### src/rtl/alu_issue.sv
// alu_issue: accepts one decoded OP / OP-IMM instruction at a time, drives the
// operands to a multi-cycle ALU, waits (bounded by TIMEOUT) for completion and
// returns the result, rd and status flags through a valid/ready response.
module alu_issue #(
  parameter int unsigned TIMEOUT = 64
) (
  input  logic        clk_i,
  input  logic        rst_i,
  // request side
  input  logic        req_valid_i,
  output logic        req_ready_o,
  input  logic [6:0]  opcode_i,
  input  logic [2:0]  funct3_i,
  input  logic        funct7b5_i,
  input  logic [4:0]  rd_i,
  input  logic [31:0] rs1Val_i,
  input  logic [31:0] rs2Val_i,
  input  logic [31:0] imm_i,
  // ALU side
  output logic [31:0] aluArg1_o,
  output logic [31:0] aluArg2_o,
  output logic [2:0]  aluFunct3_o,
  output logic        aluSubSr_o,
  output logic        aluStart_o,
  input  logic [31:0] aluRes_i,
  input  logic        aluDone_i,
  // response side
  output logic        rsp_valid_o,
  input  logic        rsp_ready_i,
  output logic [31:0] rspRes_o,
  output logic [4:0]  rspRd_o,
  output logic        rspIllegal_o,
  output logic        rspTimeout_o
);

  localparam logic [6:0] OPC_OP     = 7'b0110011;
  localparam logic [6:0] OPC_OP_IMM = 7'b0010011;
  // Last WAIT count value; reaching it without done ends the wait.
  localparam logic [7:0] TIMEOUT_LAST = 8'(TIMEOUT - 1);

  typedef enum logic [1:0] {
    ST_IDLE  = 2'd0,
    ST_ISSUE = 2'd1,
    ST_WAIT  = 2'd2,
    ST_RESP  = 2'd3
  } state_e;

  // Only register-register and register-immediate ALU ops are handled here.
  function automatic logic is_alu_op(input logic [6:0] opc);
    is_alu_op = (opc == OPC_OP) || (opc == OPC_OP_IMM);
  endfunction

  // funct7 bit 5 selects sub/sra for OP, but only sra (srai) for OP-IMM:
  // for addi the bit is part of the immediate and must not mean subtract.
  function automatic logic dec_sub_sr(input logic [6:0] opc,
                                      input logic [2:0] f3,
                                      input logic       f7b5);
    logic r;
    if (opc == OPC_OP) begin
      r = f7b5 & ((f3 == 3'b000) || (f3 == 3'b101));
    end else if (opc == OPC_OP_IMM) begin
      r = f7b5 & (f3 == 3'b101);
    end else begin
      r = 1'b0;
    end
    return r;
  endfunction

  state_e      state_q, state_d;
  logic [7:0]  cnt_q, cnt_d;
  logic        req_ready_q, req_ready_d;
  logic        alu_start_q, alu_start_d;
  logic        rsp_valid_q, rsp_valid_d;
  logic [31:0] alu_arg1_q, alu_arg1_d;
  logic [31:0] alu_arg2_q, alu_arg2_d;
  logic [2:0]  alu_funct3_q, alu_funct3_d;
  logic        alu_sub_sr_q, alu_sub_sr_d;
  logic [31:0] rsp_res_q, rsp_res_d;
  logic [4:0]  rsp_rd_q, rsp_rd_d;
  logic        rsp_illegal_q, rsp_illegal_d;
  logic        rsp_timeout_q, rsp_timeout_d;
  logic        transfer_s;

  // req_ready_q is only ever high in IDLE, so this is the full transfer condition.
  assign transfer_s = req_valid_i & req_ready_q;

  // Next-state, operand capture, wait counter and response payload.
  always_comb begin
    state_d       = state_q;
    cnt_d         = cnt_q;
    alu_arg1_d    = alu_arg1_q;
    alu_arg2_d    = alu_arg2_q;
    alu_funct3_d  = alu_funct3_q;
    alu_sub_sr_d  = alu_sub_sr_q;
    rsp_res_d     = rsp_res_q;
    rsp_rd_d      = rsp_rd_q;
    rsp_illegal_d = rsp_illegal_q;
    rsp_timeout_d = rsp_timeout_q;

    case (state_q)
      ST_IDLE: begin
        if (transfer_s) begin
          rsp_rd_d      = rd_i;
          rsp_res_d     = 32'd0;
          rsp_timeout_d = 1'b0;
          if (is_alu_op(opcode_i)) begin
            alu_arg1_d    = rs1Val_i;
            alu_arg2_d    = (opcode_i == OPC_OP) ? rs2Val_i : imm_i;
            alu_funct3_d  = funct3_i;
            alu_sub_sr_d  = dec_sub_sr(opcode_i, funct3_i, funct7b5_i);
            rsp_illegal_d = 1'b0;
            state_d       = ST_ISSUE;
          end else begin
            // Unsupported opcode: answer straight away, the ALU is never started.
            alu_arg1_d    = 32'd0;
            alu_arg2_d    = 32'd0;
            alu_funct3_d  = 3'd0;
            alu_sub_sr_d  = 1'b0;
            rsp_illegal_d = 1'b1;
            state_d       = ST_RESP;
          end
        end else begin
          state_d = ST_IDLE;
        end
      end
      ST_ISSUE: begin
        cnt_d   = 8'd0;
        state_d = ST_WAIT;
      end
      ST_WAIT: begin
        if (aluDone_i) begin
          // Done wins even on the edge where the timeout would fire.
          rsp_res_d = aluRes_i;
          state_d   = ST_RESP;
        end else if (cnt_q >= TIMEOUT_LAST) begin
          rsp_res_d     = 32'd0;
          rsp_timeout_d = 1'b1;
          state_d       = ST_RESP;
        end else begin
          cnt_d = cnt_q + 8'd1;
        end
      end
      ST_RESP: begin
        if (rsp_ready_i) begin
          state_d = ST_IDLE;
        end else begin
          state_d = ST_RESP;
        end
      end
      default: begin
        state_d = ST_IDLE;
      end
    endcase

    // Handshake/strobe outputs are registered images of the next state.
    req_ready_d = (state_d == ST_IDLE);
    alu_start_d = (state_d == ST_ISSUE);
    rsp_valid_d = (state_d == ST_RESP);
  end

  // State and output registers; reset abandons any operation in flight.
  always_ff @(posedge clk_i or negedge rst_i) begin
    if (!rst_i) begin
      state_q       <= ST_IDLE;
      cnt_q         <= 8'd0;
      req_ready_q   <= 1'b0;
      alu_start_q   <= 1'b0;
      rsp_valid_q   <= 1'b0;
      alu_arg1_q    <= 32'd0;
      alu_arg2_q    <= 32'd0;
      alu_funct3_q  <= 3'd0;
      alu_sub_sr_q  <= 1'b0;
      rsp_res_q     <= 32'd0;
      rsp_rd_q      <= 5'd0;
      rsp_illegal_q <= 1'b0;
      rsp_timeout_q <= 1'b0;
    end else begin
      state_q       <= state_d;
      cnt_q         <= cnt_d;
      req_ready_q   <= req_ready_d;
      alu_start_q   <= alu_start_d;
      rsp_valid_q   <= rsp_valid_d;
      alu_arg1_q    <= alu_arg1_d;
      alu_arg2_q    <= alu_arg2_d;
      alu_funct3_q  <= alu_funct3_d;
      alu_sub_sr_q  <= alu_sub_sr_d;
      rsp_res_q     <= rsp_res_d;
      rsp_rd_q      <= rsp_rd_d;
      rsp_illegal_q <= rsp_illegal_d;
      rsp_timeout_q <= rsp_timeout_d;
    end
  end

  assign req_ready_o  = req_ready_q;
  assign aluStart_o   = alu_start_q;
  assign rsp_valid_o  = rsp_valid_q;
  assign aluArg1_o    = alu_arg1_q;
  assign aluArg2_o    = alu_arg2_q;
  assign aluFunct3_o  = alu_funct3_q;
  assign aluSubSr_o   = alu_sub_sr_q;
  assign rspRes_o     = rsp_res_q;
  assign rspRd_o      = rsp_rd_q;
  assign rspIllegal_o = rsp_illegal_q;
  assign rspTimeout_o = rsp_timeout_q;

endmodule

### config.mk
export PLATFORM = sky130hd
export DESIGN_NAME = alu_issue
export DESIGN_NICKNAME = d
export VERILOG_FILES = /design/src/rtl/alu_issue.sv
export SDC_FILE = /design/constraint.sdc
export NUM_CORES = 1
export LEC_CHECK = 0
export CORE_MARGIN = 2
export CORE_UTILIZATION = 38
export DETAILED_ROUTE_END_ITERATION = 12
export GPL_ROUTABILITY_DRIVEN = 0
export PLACE_DENSITY = 0.77
export SYNTH_ARGS = -nofsm -noshare
export SYNTH_HDL_FRONTEND = slang
export SYNTH_SLANG_ARGS = --single-unit
### constraint.sdc
create_clock -name clk_i -period 2.19 [get_ports clk_i]
set_input_delay 0.438 -clock clk_i [delete_from_list [all_inputs] [get_ports clk_i]]
set_output_delay 0.438 -clock clk_i [all_outputs]
set_load 0.02 [all_outputs]
==> flow_metrics.tcl <==
set metrics [dict create \
    run_status "finished clean" \
    dp_hpwl_um 10700 \
    die-height_um 119 \
    setup_ws_ns 0.278 \
    port_buffers 258 \
    hp-start "aluArg2_o[18]" \
    cts_tree "yes" \
    ios 259 \
    hold_path.class "flop to flop" \
    rows 41 \
    critical_path_depth 1 \
    cp-startpoint "req_ready_o" \
    synthDominantCellAreaShare_pct 60.0 \
    setup_violations 0 \
    die_w_um 119 \
    syn_inst 462 \
    syn-cell-area_um2 5000 \
    path_delay_family "buffers and inverters" \
    grt_start_max_net_pins 70 \
    r2r-start "cnt_q[0]" \
    first_pass_iters 4 \
    finalNetCount 864 \
    vdd_drop_max_v 0.000754 \
    rsz0062_at_grt "no" \
    drive_gt1_share_pct 7.30 \
    antenna_found_initial 1 \
    required_ns 1.75 \
    critPathSlowestCell "clkdlybuf4s50_1" \
    die_area_um2 14100 \
    coreArea_um2 12700 \
    clk_path_buf_depth 2 \
    avgSynthCellArea_um2 10.8 \
    tightest_slew_ns 0.529 \
    slowest_delay_ns 0.66 \
    power.density_nw_per_um2 974 \
    slew_viol_final 0 \
    synth_area_leaders "dfrtp_1, nand2_1, mux2i_1" \
    end_kind "output port" \
    r2r_end "rspRes_o[3]" \
    maxCapViolCount 0 \
    clock_skew_ns 0.00680 \
    cts_setup_buffers 0 \
    drt_iter0_markers 218 \
    postRouteAntennaNets 0 \
    ys_seq_area_share_pct 60.0 \
    synth.distinct_cells 38 \
    drcViolationCount 0 \
    yosysWarnings 0 \
    cts.sinks 120 \
    synth_seq_cells 120 \
    postCtsHoldBufs 1 \
    cts_buffers 17 \
    initial_core_util_pct 39.3 \
    crit_end "req_ready_o" \
    grt.total_usage_pct 21.6 \
    path_cells "clkdlybuf4s50_1" \
    fin_crit_ns 1.91 \
    p_leak_nw 3.58 \
    worstRegToRegCells 6 \
    synth_top_cell_by_area "dfrtp_1" \
    fmax_mhz 523 \
    vias_per_cell 5.00 \
    dp_slack_ns 0.111 \
    cts-root-buf "clkbuf_16" \
    num_antenna_cells 0 \
    synth.net_count 612 \
    grt_first_pass_wirelength_um 24000 \
    syn2layout_area_growth_pct 66.7 \
    final-hold-violation-count 0 \
    cts-resized-gates 0 \
    crit_fanout 3 \
    relSlewSlack_pct 64.7 \
    worstSetupStartpointType "flop" \
    vias 4486 \
    wirelength_um 15000 \
    tns_ns 0 \
    path_buf_inv 1 \
    worstPathArrival_ns 1.47 \
    r2r_slack_ns 0.37 \
    clkTransAtPathRegs_ns 0.05 \
    grt_overflow 0 \
    wl_per_cell_um 16.7 \
    h-tree-depth 4 \
    critPathKind "flop to output port" \
    grt_pass1_vias 4638 \
    finalCritPeriodShare_pct 87.3 \
    insertion_delay_ns 0.40 \
]
==> through the flow <==
step / cell area, um^2 / hold slack, ns / std cells / util, % / total power [mW]
after floorplan: 5000 / 0.142 / 462 / - / 4.21
after global placement: 7790 / 0.363 / 866 / 61.2 / 5.46
after detailed placement: 7790 / 0.369 / 866 / 61.2 / 5.54
after CTS: 8340 / 0.477 / 898 / 65.6 / 8.19
after global routing: 8340 / 0.488 / 898 / 65.6 / 8.50
final: 8340 / 0.475 / 898 / 65.6 / 8.13
==> per-layer routing <==
metal  GRT usage [%]  part of all wire (%)  vias to the layer above
li1                -                     -                     2118
met1            23.8                    38                     2146
met2            37.8                    51                      182
met3            7.24                   7.1                       38
met4            9.00                   2.9                        2
met5               0                 0.087                        -
==> layout by cell type (no fill, tap or decap), types with 6 or more instances in the layout <==
master,instances
a21oi_1,6
a22o_1,23
a22o_2,9
buf_12,6
clkbuf_16,17
clkdlybuf4s50_1,256
clkinv_2,6
dfrtp_1,120
mux2i_1,32
nand2_1,125
o21ai_0,38
o31ai_1,34
==> area by class of cell <==
type	count	area, um^2
Multi-Input combinational cell	304	1840
Sequential cell	120	3000
Timing Repair Buffer	269	2740
Clock inverter	10	105
Fill cell	1037	4380
Clock buffer	21	440
Tap cell	172	215
Inverter	2	7.51
==> synth_stat cells <==
library cell and n:
o31ai_1 34, ha_1 1, nand4bb_1 1, xor2_1 1, o211ai_1 2, a21oi_1 6, nor2_1 5, or4b_2 1
and3b_1 1, mux2i_1 32, nor3_1 2, buf_1 9, inv_1 2, nand4_1 1, a22o_2 9, nor2b_2 1
nand3_1 3, and2_1 2, buf_6 4, a21boi_0 1, nand3b_1 1, nor2b_1 2, or4_1 1, nand2_1 125
and3_1 2, o21a_1 2, nand2b_1 1, o21ai_1 1, o2bb2ai_1 1, a22o_1 23, clkbuf_1 16, nor3b_1 1
and2_4 1, a211oi_4 1, buf_2 7, o21ai_0 38, dfrtp_1 120, or3_1 1
==> worst min path at each step <==
stage                     cells past startpoint  slack (ns)            end
after detailed placement                      1        0.37       cnt_q[7]
after global placement                        1        0.36       cnt_q[7]
final                                         2        0.47  aluArg2_o[18]
after floorplan                               0        0.14   aluArg1_o[0]
after CTS                                     2        0.48       cnt_q[7]
after global routing                          2        0.49       cnt_q[7]
==> where the power goes <==
| part | internal, mW | switching [mW] |
|---|---|---|
| registers | 2.65 | 0.282 |
| clock network | 1.65 | 0.958 |
| logic | 1.34 | 1.24 |
| total | 5.65 | 2.48 |
==> cells by family (layout without fill, tap and decap cells) <==
family	after synthesis	count (layout)	synth area share, %
AND/OR/NAND/NOR	152	152	12.8
buffers and inverters	38	302	3.63
XOR/XNOR	1	1	0.175
flip-flops	120	120	60.0
adder cells (fa/ha/maj)	1	1	0.250
multiplexers	32	32	6.40
AO/OA/AOI/OAI	118	118	16.8
==> flip-flops by register name, indices dropped and copies added, names as in the netlist <==
name / count
aluArg1_o: 32
req_ready_o: 1
rspIllegal_o: 1
rspTimeout_o: 1
aluArg2_o: 32
aluStart_o: 1
cnt_q: 8
rspRd_o: 5
aluFunct3_o: 3
aluSubSr_o: 1
rsp_valid_o: 1
rspRes_o: 32
state_q: 2
(Power assumes the default switching activity.)
